### src/rtl/shift_rx.sv
// Serial-to-parallel receiver: rebuilds LSB-first words framed by eos.
// Ports: clk, rst, sin, eos, dout_ready in; dout, dout_valid, frame_err, ovf out.
module shift_rx #(
   parameter int bits = 6
) (
   input  logic            clk,
   input  logic            rst,
   input  logic            sin,
   input  logic            eos,
   output logic [bits-1:0] dout,
   output logic            dout_valid,
   input  logic            dout_ready,
   output logic            frame_err,
   output logic            ovf
);

   localparam int CW = $clog2(bits + 1);
   localparam logic [CW-1:0] FULL_CNT = CW'(bits);

   typedef enum logic {
      EMPTY = 1'b0,
      FULL  = 1'b1
   } state_t;

   state_t            state_q;
   logic [bits-1:0]   sreg_q;
   logic [bits-1:0]   sreg_d;
   logic [CW-1:0]     cnt_q;
   logic [CW-1:0]     cnt_d;
   logic [bits-1:0]   dout_q;
   logic              ferr_q;
   logic              ovf_q;
   logic              good;
   logic              push;
   logic              pop;

   assign good = (cnt_q == FULL_CNT);
   assign push = eos & good;
   assign pop  = (state_q == FULL) & dout_ready;

   // Collect path; eos freezes the shifter and rearms the counter.
   always_comb begin
      sreg_d = sreg_q;
      cnt_d  = cnt_q;
      if (eos) begin
         cnt_d = '0;
      end else begin
         sreg_d = {sin, sreg_q[bits-1:1]};
         if (!good) cnt_d = cnt_q + 1'b1;
      end
   end

   always_ff @(posedge clk) begin
      if (rst) begin
         state_q <= EMPTY;
         sreg_q  <= '0;
         cnt_q   <= '0;
         dout_q  <= '0;
         ferr_q  <= 1'b0;
         ovf_q   <= 1'b0;
      end else begin
         sreg_q <= sreg_d;
         cnt_q  <= cnt_d;
         ferr_q <= eos & ~good;
         unique case (state_q)
            EMPTY: begin
               if (push) begin
                  dout_q  <= sreg_q;
                  state_q <= FULL;
               end
            end
            FULL: begin
               if (push && pop) begin
                  dout_q <= sreg_q;
               end else if (pop) begin
                  state_q <= EMPTY;
               end else if (push) begin
                  // Word arrives with nowhere to go; it is lost.
                  ovf_q <= 1'b1;
               end
            end
            default: state_q <= EMPTY;
         endcase
      end
   end

   assign dout       = dout_q;
   assign dout_valid = (state_q == FULL);
   assign frame_err  = ferr_q;
   assign ovf        = ovf_q;

endmodule

### config.mk
export PLATFORM = sky130hd
export DESIGN_NAME = shift_rx
export DESIGN_NICKNAME = d
export VERILOG_FILES = /design/src/rtl/shift_rx.sv
export SDC_FILE = /design/constraint.sdc
export NUM_CORES = 1
export LEC_CHECK = 0
export ABC_AREA = 1
export CAP_MARGIN = 10
export CORE_AREA = 2 2 47 49
export DETAILED_ROUTE_END_ITERATION = 16
export DIE_AREA = 0 0 49 51
export GPL_TIMING_DRIVEN = 0
export PLACE_DENSITY = 0.59
export SETUP_SLACK_MARGIN = 0.05
export SYNTH_ARGS = -nofsm -noshare
export SYNTH_HDL_FRONTEND = slang
export SYNTH_SLANG_ARGS = --single-unit
### constraint.sdc
create_clock -name clk -period 1.5 [get_ports clk]
set_input_delay 0.3 -clock clk [delete_from_list [all_inputs] [get_ports clk]]
set_output_delay 0.3 -clock clk [all_outputs]
set_load 0.01 [all_outputs]
==> results of run 1 <==
[power groups by stage]
stage	combinational [W]	sequential [W]	clock (W)
final	0.0000450	0.000488	0.000232
after global routing	0.0000501	0.000489	0.000266
after CTS	0.0000457	0.000488	0.000245
after detailed placement	0.0000456	0.000499	0
after global placement	0.0000448	0.000499	0
after floorplan	0.0000236	0.000500	0
[cells in the mapped netlist]
cell type | instances | share of area [%]
ha_1 | 2 | 3.7
nand3_1 | 6 | 4.5
dfxtp_1 | 18 | 53
nand2_1 | 9 | 5.0
xnor2_1 | 1 | 1.3
o22ai_1 | 5 | 4.6
nand2_2 | 1 | 0.93
inv_1 | 11 | 6.1
a21oi_1 | 6 | 4.5
nor2_1 | 15 | 8.3
o21ai_0 | 1 | 0.74
inv_2 | 1 | 0.56
nor2_4 | 2 | 3.3
o21ai_1 | 2 | 1.5
nand3_2 | 1 | 1.5
[stage by stage]
stage | hold WS, ns | power (W) | cells | cell area [µm²] | utilization [%]
final | 0.479 | 0.000765 | 125 | 855 | 41.4
after detailed placement | 0.471 | 0.000545 | 122 | 840 | 40.7
after floorplan | 0.369 | 0.000523 | 81 | 674 | -
after CTS | 0.489 | 0.000779 | 125 | 852 | 41.3
after global routing | 0.507 | 0.000805 | 125 | 855 | 41.4
after global placement | 0.458 | 0.000544 | 122 | 840 | 40.7
[timing repair]
action,4_1_cts,5_1_grt
hold buffers,0,0
cloned,0,0
gates resized for setup,8,1
endpoints found under the setup margin,8,1
hold endpoints to repair,0,0
[final timing paths]
check	startpoint	end	slack (ns)	cells past startpoint
worst max register to register	cnt_q[0]	dout[0]	0.27	7
worst min register to register	dout[1]	dout[1]	0.48	2
worst max-delay path	cnt_q[0]	dout[0]	0.27	7
worst min-delay path	dout[1]	dout[1]	0.48	2
[sequential cells by signal (all words and copies together) (netlist names)]
name / cells
cnt_q: 3
dout: 6
dout_valid: 1
frame_err: 1
ovf: 1
sreg_q: 6
[area by class of cell]
cell class                 count  area share [%]
inverter                      12            5.27
timing repair buffer          13            14.3
sequential                    18            42.2
multi-input combinational     51            31.5
tap                           28            4.10
clock buffer                   3            2.64
[worst max-delay path: cells and delay by family, from the launching register on]
family	cells	cell delay, ns
buffers and inverters	1	0.06
AND/OR/NAND/NOR	5	0.51
adder cells (fa/ha/maj)	1	0.22
flip-flops	1	0.34
[cells by family after synthesis]
| family | after synthesis | share of synthesized area, % |
|---|---|---|
| fa+ha+maj | 2 | 3.71 |
| flops | 18 | 53.4 |
| xor+xnor | 1 | 1.30 |
| simple gates | 34 | 23.6 |
| compound gates | 14 | 11.3 |
| buf+inv | 12 | 6.68 |
[routing by layer]
layer / vias up / global-route usage, %
met4: 0 / 7.14
met1: 256 / 11.7
met2: 12 / 17.1
met3: 4 / 2.92
met5: - / 0
li1: 294 / -
==> impl_results.md, run 1 <==
- Clock transition at path regs: 0.09 ns
- Critical Path Fanout Max: 7
- Wl on met1: 534 µm
- Cells after Synth: 81
- Worst slew pin tran: 0.289 ns
- Final Hold Vio Count: 0
- # DRC: 0
- Final worst slack: 0.266 ns
- Critical path class: reg2reg
- Synth cell types: 15
- Overall Global Routing Usage: 10.4%
- Mapped Avg Cell Area: 8.33 µm²
- Number of placed I/O pins: 14
- Fmax: 810 MHz
- Pins over their slew limit: 0
- Synth-to-Final Area Change: 26.7%
- Arr. time, crit path: 1.42 ns
- Die area: 2500 µm²
- Antenna diodes: 0
- Routed vias: 566
- Worst skew pair latency: 0.29 ns
- Register area: 360 µm²
- I/O Buffers: 13
- Max Cap Violations: 0
- Slowest stage delay, CP: 0.34 ns
- Hold Path Class: reg2reg
- Crit path cell chain: inv_1 > ha_1 > nand2_2 > nor2_4 > nand3_1 > nand2_1 > nor2_1
- Highest metal used: met4
- DRT antenna net count: 0
- Fillcell total: 236
- CTS sink cnt: 18
- Final RePlAce weighted congestion: 0.699
- Share of cells above drive strength 1: 8.25%
- Combinational share of power: 5.9%
- Worst Setup Start Kind: flip-flop
- Post-layout nets: 106
- Metal2 WL: 536 µm
- Clk buf depth: 2
- Seq/Total Area, Yosys: 53.4%
- Total setup buffers inserted after CTS: 0
- Routed wl met3: 66 µm
- Antenna violations before repair: 0
- Setup_tns: 0 ns
- Required time of the critical path: 1.69 ns
- First-pass GRT wire length: 1930 µm
- RSZ-0062 raised after global routing: false
- Crit. End Element: flip-flop
- Syn nets: 88
- Ys Warns: 0
- Clock skew: 0.00230 ns
- Sw Pwr: 0.000166 W
- Final setup violation count: 0
- Routed WL: 1160 µm
- Mapped Area: 674 µm²
- DRT Pass-1 Iters: 4
- Initial Util: 32.7%
- Number of synthesized register bits: 18
- Multi-input gate area: 269 µm²
- Largest net degree at the start of global routing: 10
- Seq pwr share: 63.8%
- DR WL/cell: 9.27 µm
- Max IR drop VDD: 0.408 mV
- DR vias/cell: 4.53
- Most common cell after layout, fill and taps aside: dfxtp_1
- Die Width: 49 µm
- PwrDens: 895 nW/µm²
- LEAKAGE: 0.375 nW
- Row cnt: 17
- Hpwl dp: 875 µm
- CTS HTree Levels: 1
- Slowest stage cell, crit path: dfxtp_1
- Status: complete, no violations
- Clock power frac: 30.3%
- Core Area: 2060 µm²
- DR iter-0 viols: 6
- Grt ovf: 0
- Period minus WS final: 1.23 ns
- Pint: 0.000598 W
- Post-Place Worst Slack: 0.0690 ns
- Most frequent cells in the layout: dfxtp_1 (18), nor2_1 (15), inv_1 (11)
- Die height: 51 µm
- Vias in the first global route: 483
- Number of buffers created by CTS: 3
- Switching Fraction: 21.8%
- Root buffer cell: clkbuf_4
- CTS tree: done
- Slew headroom: 80.6%
- Period utilisation layout: 82.3%
(Power assumes the default switching activity.)
==> inputs of run 2 (changes only) <==
--- a/config.mk
+++ b/config.mk
@@ -11,7 +11,7 @@
 export DETAILED_ROUTE_END_ITERATION = 16
 export DIE_AREA = 0 0 49 51
 export GPL_TIMING_DRIVEN = 0
-export PLACE_DENSITY = 0.59
+export PLACE_DENSITY = 0.61
 export SETUP_SLACK_MARGIN = 0.05
 export SYNTH_ARGS = -nofsm -noshare
 export SYNTH_HDL_FRONTEND = slang
==> constraint.sdc (replaced) <==
create_clock -name clk -period 1 [get_ports clk]
set_input_delay 0.2 -clock clk [delete_from_list [all_inputs] [get_ports clk]]
set_output_delay 0.2 -clock clk [all_outputs]
set_load 0.01 [all_outputs]
==> impl_results.md, run 2 (synthesis results as in run 1) <==
- Crit path cell chain: clkdlybuf4s50_1 > inv_1 > nor2_4 > nand3_1 > nand2_1 > nor2_1
- RSZ-0062 raised after global routing: true
- PwrDens: 1190 nW/µm² (+33%)
- Critical Path Fanout Max: 7 (unchanged)
- Hold_ws: 0.475 ns (-0.00382 ns)
- Vias in the first global route: 519 (+7.5%)
- I/O Buffers: 13 (unchanged)
- Number of placed I/O pins: 14 (unchanged)
- Synth-to-Final Area Change: 44.9%
- Worst slew pin tran: 0.246 ns (-0.0434 ns)
- Hold Path Class: in2reg
- Routed WL: 1170 µm (+0.95%)
- Final setup violation count: 7 (+7)
- Die Width: 49 µm (unchanged)
- Final RePlAce weighted congestion: 0.692 (-0.96%)
- CTS sink cnt: 18 (unchanged)
- Slew headroom: 83.6% (+2.9 points)
- LEAKAGE: 0.391 nW (+4.3%)
- Worst Setup Start Kind: input port
- First-pass GRT wire length: 2080 µm (+8.2%)
- Hpwl dp: 819 µm (-6.4%)
- Row cnt: 17 (unchanged)
- Period minus WS final: 1.08 ns
- CTS HTree Levels: 1 (unchanged)
- Clk buf depth: 2 (unchanged)
- Root buffer cell: clkbuf_4
- Clock transition at path regs: 0.09 ns (about the same)
- Overall Global Routing Usage: 11.2% (+0.78 points)
- Share of cells above drive strength 1: 39.6% (+31 points)
- Max IR drop VDD: 0.798 mV (+96%)
- Die area: 2500 µm² (unchanged)
- Pins over their slew limit: 0 (unchanged)
- DR vias/cell: 4.30 (-5.0%)
- Period utilisation layout: 108%
- Cell Count, Final, Fillers Out: 129 (+3.2%)
- DR WL/cell: 9.07 µm (-2.2%)
- Largest net degree at the start of global routing: 10 (unchanged)
- Most frequent cells in the layout: nor2_1 (14), dfxtp_2 (10), buf_6 (10)
- Placed cell count: 122 (unchanged)
- Number of buffers created by CTS: 3 (unchanged)
- Crit. End Element: flip-flop
- Fmax: 928 MHz
- Routed vias: 555 (-1.9%)
- Antenna violations before repair: 0 (unchanged)
- Critical path class: in2reg
- Slowest stage cell, crit path: clkdlybuf4s50_1
- Die height: 51 µm (unchanged)
- Antenna diodes: 0 (unchanged)
- Grt ovf: 0 (unchanged)
- Final worst slack: -0.0772 ns (-0.343 ns)
- Status: finished, violations left
- # DRC: 0 (unchanged)
- CTS tree: done
- Arr. time, crit path: 1.26 ns (-0.16 ns)
- Post-Place Worst Slack: -0.315 ns (-0.384 ns)
- DR iter-0 viols: 5 (-1)
- Initial Util: 32.7% (unchanged)
- Worst skew pair latency: 0.28 ns (about the same)
- DRT Pass-1 Iters: 4 (unchanged)
- Core Area: 2060 µm² (unchanged)
- Max Cap Violations: 0 (unchanged)
- DRT antenna net count: 0 (unchanged)
- Final Hold Vio Count: 0 (unchanged)
- Cts hold-fix bufs: 0 (unchanged)
- Post-layout nets: 110 (+3.8%)
- Power Total: 0.00116 W (+52%)
- Failing checks: setup timing
- Final Core Density: 47.4% (+5.9 points)
- Clock skew: 0.00359 ns (+0.00129 ns)
- Slowest stage delay, CP: 0.57 ns (+0.23 ns)
- Required time of the critical path: 1.18 ns (-0.51 ns)
- Most common cell after layout, fill and taps aside: nor2_1
-- run 2: cell count changes in the layout (fill, tap and decap cells not counted), moves of 2 or more --
cell / change
dfxtp_1: -10
ha_1: -2
dfxtp_2: +10
inv_1: -2
o21ai_2: +2
buf_6: +10
inv_2: +2
dlygate4sd2_1: -8
ha_4: +2
o21ai_1: -2
-- run 2: final cells by class --
type,count,area [µm²]
fillers,203,1090
flip-flops and latches,18,373
repair buffers,17,185
multi-input cells,51,317
clock buffers,3,22.5
well taps,28,35.0
inverters,12,45.0
-- run 2: repair_timing --
item                                    4_1_cts  5_1_grt
pin swaps                                     3        0
endpoints found under the setup margin       26       25
buffers inserted                              3        1
resized for setup                            54        8
endpoints found under the hold margin         0        0
-- run 2: path summary, 6_finish.rpt --
kind,slack [ns],startpoint,endpoint,depth (start not counted)
hold / removal,0.48,sin,sreg_q[5],3
setup reg to reg,-0.06,cnt_q[0],dout[2],7
hold reg to reg,0.48,ovf,ovf,2
setup / recovery,-0.08,eos,dout[2],6
-- run 2: routing by layer --
| metal | GRT usage (%) | vias to the layer above | wire length, µm |
|---|---|---|---|
| met4 | 4.29 | 0 | 15 |
| li1 | - | 302 | - |
| met2 | 19.4 | 12 | 573 |
| met1 | 11.7 | 239 | 511 |
| met5 | 0 | - | 0 |
| met3 | 5.26 | 2 | 69 |
-- run 2: power breakdown --
part | switching, W | leakage [nW] | internal [W]
registers | 0.00000510 | 0.151 | 0.000728
clock network | 0.000196 | 0.0138 | 0.000140
logic | 0.0000482 | 0.226 | 0.0000460
-- run 2: critical path, delay by kind of cell --
family        cells  cell delay [ns]
simple gates      4             0.39
buf+inv           2             0.67
-- run 2: metrics by stage --
| step | setup TNS (ns) | instance area [µm²] |
|---|---|---|
| 2_1_floorplan | -0.118 | 694 |
| 3_3_place_gp | -5.10 | 860 |
| 3_5_place_dp | -5.29 | 860 |
| 4_1_cts | -0.299 | 907 |
| 5_1_grt | -1.13 | 977 |
| 6_report | -0.427 | 977 |
